--- src/rtl/mips32_pkg.sv ---
// Shared MIPS32 definitions: default memory geometry and the load/dump engine state encoding.
package mips32_pkg;

  localparam int unsigned DEF_ADDR_W = 10;
  localparam int unsigned DEF_DATA_W = 32;

  typedef enum logic [1:0] {
    IDLE = 2'd0,
    RUN  = 2'd1,
    FIN  = 2'd2
  } dump_state_t;

endpackage

--- src/rtl/mips32_dump_fifo.sv ---
// Two-entry {addr, data} FIFO with registered head outputs for the memory dump stream.
module mips32_dump_fifo
  import mips32_pkg::*;
#(
  parameter int unsigned ADDR_W = DEF_ADDR_W,
  parameter int unsigned DATA_W = DEF_DATA_W
) (
  input  logic              clk1,
  input  logic              rst_n,
  input  logic              push,
  input  logic [ADDR_W-1:0] push_addr,
  input  logic [DATA_W-1:0] push_data,
  input  logic              pop,
  output logic [1:0]        occ,
  output logic [ADDR_W-1:0] head_addr,
  output logic [DATA_W-1:0] head_data
);

  logic [ADDR_W-1:0] tail_addr;
  logic [DATA_W-1:0] tail_data;

  // The head slot is the output register itself, so out_addr/out_data hold while stalled.
  always_ff @(posedge clk1) begin
    if (!rst_n) begin
      occ       <= 2'd0;
      head_addr <= '0;
      head_data <= '0;
      tail_addr <= '0;
      tail_data <= '0;
    end else begin
      case ({push, pop})
        2'b10: begin
          if (occ == 2'd0) begin
            head_addr <= push_addr;
            head_data <= push_data;
          end else begin
            tail_addr <= push_addr;
            tail_data <= push_data;
          end
          occ <= occ + 2'd1;
        end
        2'b01: begin
          head_addr <= tail_addr;
          head_data <= tail_data;
          occ       <= occ - 2'd1;
        end
        2'b11: begin
          if (occ == 2'd1) begin
            head_addr <= push_addr;
            head_data <= push_data;
          end else begin
            head_addr <= tail_addr;
            head_data <= tail_data;
            tail_addr <= push_addr;
            tail_data <= push_data;
          end
        end
        default: ;
      endcase
    end
  end

  no_overflow : assert property (@(posedge clk1) disable iff (!rst_n)
    (push && !pop) |-> (occ < 2'd2));

  no_underflow : assert property (@(posedge clk1) disable iff (!rst_n)
    pop |-> (occ != 2'd0));

endmodule

--- src/rtl/mips32_mem_dump.sv ---
// Post-halt data memory read-out: walks [base, base+count) and streams {addr, data} words.
module mips32_mem_dump
  import mips32_pkg::*;
#(
  parameter int unsigned ADDR_W = DEF_ADDR_W,
  parameter int unsigned DATA_W = DEF_DATA_W
) (
  input  logic              clk1,
  input  logic              rst_n,
  input  logic              halted,
  input  logic              start,
  input  logic [ADDR_W-1:0] base_addr,
  input  logic [ADDR_W:0]   count,
  output logic              busy,
  output logic              done,
  output logic              mem_rd_en,
  output logic [ADDR_W-1:0] mem_rd_addr,
  input  logic [DATA_W-1:0] mem_rd_data,
  output logic              out_valid,
  input  logic              out_ready,
  output logic [ADDR_W-1:0] out_addr,
  output logic [DATA_W-1:0] out_data
);

  dump_state_t       state;
  logic [ADDR_W-1:0] base_q;
  logic [ADDR_W:0]   count_q;
  logic [ADDR_W:0]   issued;
  logic [ADDR_W:0]   sent;
  logic              inflight;
  logic [ADDR_W-1:0] inflight_addr;
  logic [1:0]        occ;
  logic [2:0]        level;
  logic              pop;
  logic              can_issue;

  assign pop       = out_valid & out_ready;
  assign out_valid = (occ != 2'd0);
  assign busy      = (state == RUN);
  assign done      = (state == FIN);

  // occ + inflight - pop < 2, rearranged to avoid an unsigned underflow.
  always_comb begin
    level     = {1'b0, occ} + {2'b00, inflight};
    can_issue = (state == RUN) && (issued < count_q) && (level < (3'd2 + {2'b00, pop}));
  end

  assign mem_rd_en   = can_issue;
  assign mem_rd_addr = (state == RUN) ? (base_q + issued[ADDR_W-1:0]) : '0;

  mips32_dump_fifo #(
    .ADDR_W (ADDR_W),
    .DATA_W (DATA_W)
  ) u_fifo (
    .clk1      (clk1),
    .rst_n     (rst_n),
    .push      (inflight),
    .push_addr (inflight_addr),
    .push_data (mem_rd_data),
    .pop       (pop),
    .occ       (occ),
    .head_addr (out_addr),
    .head_data (out_data)
  );

  always_ff @(posedge clk1) begin
    if (!rst_n) begin
      state         <= IDLE;
      base_q        <= '0;
      count_q       <= '0;
      issued        <= '0;
      sent          <= '0;
      inflight      <= 1'b0;
      inflight_addr <= '0;
    end else begin
      // Read data arrives one cycle after the strobe, so the address rides alongside it.
      inflight      <= can_issue;
      inflight_addr <= mem_rd_addr;
      if (can_issue) issued <= issued + 1'b1;
      if (pop) sent <= sent + 1'b1;
      case (state)
        IDLE: begin
          if (start && halted) begin
            base_q  <= base_addr;
            count_q <= count;
            issued  <= '0;
            sent    <= '0;
            state   <= (count == '0) ? FIN : RUN;
          end
        end
        RUN: begin
          if (pop && (sent == count_q - 1'b1)) state <= FIN;
        end
        FIN:     state <= IDLE;
        default: state <= IDLE;
      endcase
    end
  end

  issue_bounded : assert property (@(posedge clk1) disable iff (!rst_n)
    mem_rd_en |-> (level <= 3'd2));

endmodule

--- config.mk ---
export PLATFORM = sky130hd
export DESIGN_NAME = mips32_mem_dump
export DESIGN_NICKNAME = d
export VERILOG_FILES = /design/src/rtl/mips32_pkg.sv /design/src/rtl/mips32_dump_fifo.sv /design/src/rtl/mips32_mem_dump.sv
export SDC_FILE = /design/constraint.sdc
export NUM_CORES = 1
export LEC_CHECK = 0
export ABC_AREA = 1
export CAP_MARGIN = 0
export CORE_MARGIN = 2
export CORE_UTILIZATION = 45
export DETAILED_ROUTE_END_ITERATION = 8
export PLACE_DENSITY = 0.83
export SLEW_MARGIN = 5
export SYNTH_ARGS = -nofsm -noshare
export SYNTH_HDL_FRONTEND = slang
export SYNTH_SLANG_ARGS = --single-unit
--- constraint.sdc ---
create_clock -name clk1 -period 2.3 [get_ports clk1]
set_input_delay 0.46 -clock clk1 [delete_from_list [all_inputs] [get_ports clk1]]
set_output_delay 0.46 -clock clk1 [all_outputs]
set_load 0.05 [all_outputs]
# Word level (Yosys, flattened, before mapping)
# Cells that the tools add are included.
# totals
register_bits	142
inputBits	58
output_inout_bits	56
wordCells	74
# op_classes
n_addsub	8
order_cmp	2
n_eq_ne	12
muxes	24
bitwise_logic	1
n_reduce_logical	15
# op_table
operator	n
32-bit two-way mux	4
32-bit case mux with 3 select lines	1
11-bit two-way mux	6
32-bit case mux with 2 select lines	1
10-bit two-way mux	5
10-bit case mux with 3 select lines	1
11-bit by 1-bit adder with 11-bit output (second input constant)	2
10-bit case mux with 2 select lines	1
11-bit == test	1
11-bit zero test	1
11-bit < comparator	1
11-bit by 1-bit subtractor with 11-bit output (second input constant)	1
10-bit adder	1
2-bit case mux with 2 select lines	2
2-bit by 1-bit == test with 1-bit output (second input constant)	3
2-bit == test (second input constant)	3
2-bit two-way mux	3
2-bit != test (second input constant)	3
2-bit AND reduction	3
2-bit nonzero test	3
1-bit logical AND	4
2-bit zero test	2
2-bit by 1-bit != test with 1-bit output (second input constant)	2
2-bit by 1-bit adder with 3-bit output	1
7 further kinds	7

# Depth between registers and ports, before layout
# Gate-level depths: netlist (run 1).
# depth
word_depth	8
depth_mapped	13
ltp_nobuf	13

# Cells and area by module
# From an unflattened synthesis (run 1), not the netlist that was laid out.
# unflattened
cells_unflattened	1115
hier_area_um2	7658.6
# modules_own_cells
mod	instances	cells_each	area_per_inst_um2	seq_area_each_um2
mips32_dump_fifo	1	632	4297.9	1721.7
mips32_mem_dump	1	483	3360.7	1121.1

# Worst setup path after synthesis (run 1)
# Ideal clock, no wire load.
# synth_path
kind	flip-flop to output port
startpoint	reg state[0]
endpoint	out mem_rd_addr[4]
arrival_ns	2.466
required_time_ns	1.840
path_slack_ns	-0.626
path_stages_with_launch	6
n_path_buf	1
path_cell_list	dfxtp_1 -> inv_1 -> nor2_2 -> inv_1 -> clkbuf_1 -> nor3_1
# synth_via
elab_chain_len	2
# synth_rtl
element	line	text
from (decl)	mips32_mem_dump.sv:25	dump_state_t state;
from (signal assigned)	mips32_mem_dump.sv:88	state <= (count == '0) ? FIN : RUN;
2-bit by 1-bit == test with 1-bit output	n/a	
via busy	mips32_mem_dump.sv:14	output logic busy,
10-bit two-way mux	mips32_mem_dump.sv:49	assign mem_rd_addr = (state == RUN) ? (base_q + issued[ADDR_W-1:0]) : '0;
to (decl)	mips32_mem_dump.sv:17	output logic [ADDR_W-1:0] mem_rd_addr,
# The timed path passes the listed nets, and every way through them passes these cells.

# Final worst setup path (run 1)
# layout_path
startpoint	reg issued[0]
endpoint	out mem_rd_addr[6]
# layout_via
elab_chain_len	2
# layout_rtl
element	line	text
from (decl)	mips32_mem_dump.sv:28	logic [ADDR_W:0] issued;
from (signal assigned)	mips32_mem_dump.sv:79	if (can_issue) issued <= issued + 1'b1;
10-bit adder	mips32_mem_dump.sv:49	
10-bit two-way mux	mips32_mem_dump.sv:49	
# Every way passes these cells.

==> results of run 1 <==
## flip-flops by register name, indices dropped and copies added (netlist names)
name and count:
u_fifo.tail_data 32, u_fifo.head_data 32, u_fifo.occ 2, issued 11, state 2, u_fifo.tail_addr 10
sent 11, count_q 11, u_fifo.head_addr 10, inflight 1, base_q 10, inflight_addr 10
## what timing repair did
item,4_1_cts,5_1_grt
pin swaps,20,42
hold buffers,0,0
resized for setup,75,49
buffers inserted,17,14
setup endpoints to repair,9,11
## cells in the final DEF, fill, tap and decap left out, drive strengths merged, types with 17 or more instances in the layout
cell type and n:
nor2 150, buf 89, dfxtp 142, o211ai 32, clkdlybuf4s50 99, nand2 108
a21oi 54, ha 29, o21ai 149, nor3 17, nand3 65, clkbuf 20
inv 130
## power breakdown
part           switching, mW  internal, mW  total, mW
Sequential             0.204          2.79       2.99
Combinational           1.86          1.15       3.01
Clock                   1.12          1.85       2.97
## worst max-delay path, delay by kind of cell (launching register included)
family	cells	cell delay, ns
AO/OA/AOI/OAI	2	0.25
flip-flops	1	0.34
adder cells (fa/ha/maj)	2	0.54
AND/OR/NAND/NOR	7	0.64
buffers and inverters	2	0.19
## cells in the mapped netlist (2+ instances only)
library cell and number:
o221ai_1 12, a211oi_1 2, o21ai_0 147, dfxtp_1 142, inv_1 126, inv_2 3
nor3_1 15, nand2_1 107, or2_2 2, or2_0 3, nand3b_1 3, nor3_2 2
o21bai_1 2, xor2_1 6, o211ai_1 32, buf_2 10, nand3_1 65, clkbuf_1 40
o21ai_1 2, nor4_1 6, nor2_1 147, nor2_2 2, a21oi_1 54, nand4_1 7
xnor2_1 3, ha_1 29
## final cells by class
class | instances | share of cell area [%]
clock inverter | 13 | 1.849
timing repair buffer | 189 | 19.36
multi-input combinational | 655 | 38.68
inverter | 129 | 4.839
sequential | 142 | 28.55
clock buffer | 19 | 4.393
tap | 188 | 2.333
## routing by layer
layer / vias to the layer above / wire [um] / GRT usage, %
met1: 3457 / 8636 / 29.19
li1: 3565 / - / -
met3: 50 / 1594 / 5.050
met4: 0 / 516 / 8.080
met2: 388 / 10700 / 43.30
met5: - / 0 / 0
## worst paths after layout
| path | start | end | slack [ns] |
|---|---|---|---|
| max | issued[0] | mem_rd_addr[6] | -0.55 |
| min reg2reg | u_fifo.tail_data[24] | u_fifo.tail_data[24] | 0.45 |
| min | u_fifo.tail_data[24] | u_fifo.tail_data[24] | 0.45 |
| max reg2reg | issued[0] | inflight_addr[6] | -0.46 |
## kinds of logic after synthesis
kind of cell | Yosys count | share of synthesized area (%)
fa+ha+maj | 30 | 5.507
buf+inv | 180 | 9.897
compound gates | 254 | 20.35
simple gates | 362 | 22.22
xor+xnor | 9 | 1.134
flops | 142 | 40.89
==> impl_metrics.json, run 1 <==
{
  "clock_sinks": 142,
  "slowest_stage": "fa_2",
  "cts_tree": "built",
  "via_per_inst": 5.588,
  "power.leakage_nw": 4.173,
  "post-route-period-util_pct": 123.9,
  "area_growth_pct": 45.02,
  "syn_area_sq_um": 6953,
  "cp_max_fo": 3,
  "worst_slack_ns": -0.5496,
  "dieArea_sq_um": 16460,
  "ys_top_cells_by_area": "dfxtp_1 (41%), o21ai_0 (11%), nor2_1 (7.9%), inv_1 (6.8%), nand2_1 (5.8%)",
  "slew_headroom_pct": 59.34,
  "syn_area_per_cell_sq_um": 7.117,
  "num-fill-cells": 1140,
  "grt-ovfl-total": 0,
  "utilization_pct": 66.58,
  "reg2reg_depth": 21,
  "post-route-drc-count": 0,
  "routedWlPerCell_um": 16.06,
  "arrival_ns": 2.39,
  "grt_max_degree": 108,
  "skew_ns": 0.01079,
  "crit_type": "reg2out",
  "core_sq_um": 15150,
  "grt_pass1_vias": 6828,
  "report.final.slew_viol_count": 0,
  "synth_top_area_share_pct": 40.89,
  "antenna_found_initial": 0,
  "critical_path.most_common_cell": "nand2_2",
  "root_buffer": "clkbuf_16",
  "synth.distinct_cells": 34,
  "place.gp.congestion": 0.9723,
  "fmax_ghz": 0.3509,
  "hp-class": "reg2reg",
  "path_clk_slew_ns": 0.06,
  "grt_usage_pct": 24.30,
  "drtPass1Iterations": 6,
  "period_needed_ns": 2.850,
  "rows": 45,
  "postPlaceCellArea_sq_um": 8787,
  "ys_ff_latch": 142,
  "dp.cells": 1279,
  "ys_warn_count": 0,
  "dp_slack_ns": -0.07917,
  "ys.flop_type": "dfxtp_1",
  "setup_viol": 11,
  "hold_viol": 0,
  "drive_gt1_share_pct": 19.97,
  "peakVddDrop_mv": 0.5830,
  "antenna_left": 0,
  "cts.path.max_buffers": 2,
  "detailedPlacementHpwl_um": 12960,
  "fin_area_sq_um": 10080,
  "ctsHtreeMaxLevel": 4,
  "power_density_nw_per_um2": 889.1,
  "status": "finished with violations",
  "rsz0062_at_grt": "true",
  "min_delay_path_depth": 2,
  "start_util_pct": 45.91,
  "clkLatencyLatePin_ns": 0.43,
  "violations": "setup timing",
  "multi_input_area_sq_um": 3900,
  "io_pins": 114,
  "setup_tns_ns": -3.200,
  "required_ns": 1.84,
  "holdWs_ns": 0.4492,
  "finalNonFillerCells": 1335,
  "vias": 7460,
  "start_kind": "register",
  "synth_edf_count": 0,
  "cts_buffers": 17,
  "numPortBuffers": 113,
  "die_h_um": 128.3,
  "synth.largest_area_cell": "dfxtp_1",
  "drv_cap": 0,
  "async_reset_ff_share_pct": 0,
  "grt_pass1_wl_um": 32280,
  "synth_fp_nets": 1065,
  "fin_nets": 1222,
  "drt_iter0_drc": 759,
  "yosysSeqAreaShare_pct": 40.89,
  "tightest_slew_ns": 0.6092,
  "syn_inst": 977,
  "diodes": 0,
  "end_kind": "output pin",
  "critPathMaxStageDelay_ns": 0.37,
  "path_cells": "ha_4 > fa_2 > nand2_2 > inv_2 > o21ai_1 > nand2_1 > nand2_2 > nand2_2 > a21oi_2 > nand2_1 > nand2_2 > nor2_4 > buf_12",
  "register_area_sq_um": 2879,
  "wl_um": 21440,
  "die_x_um": 128.3,
  "p_total_mw": 8.965
}
No activity file was read; power rests on OpenSTA's default activity.
==> run 2, diff against run 1 <==
HOLD_SLACK_MARGIN = 0.05   (was not set)
==> results of run 2 <==
Final layout, timing and power as in run 1 (identical DEF).
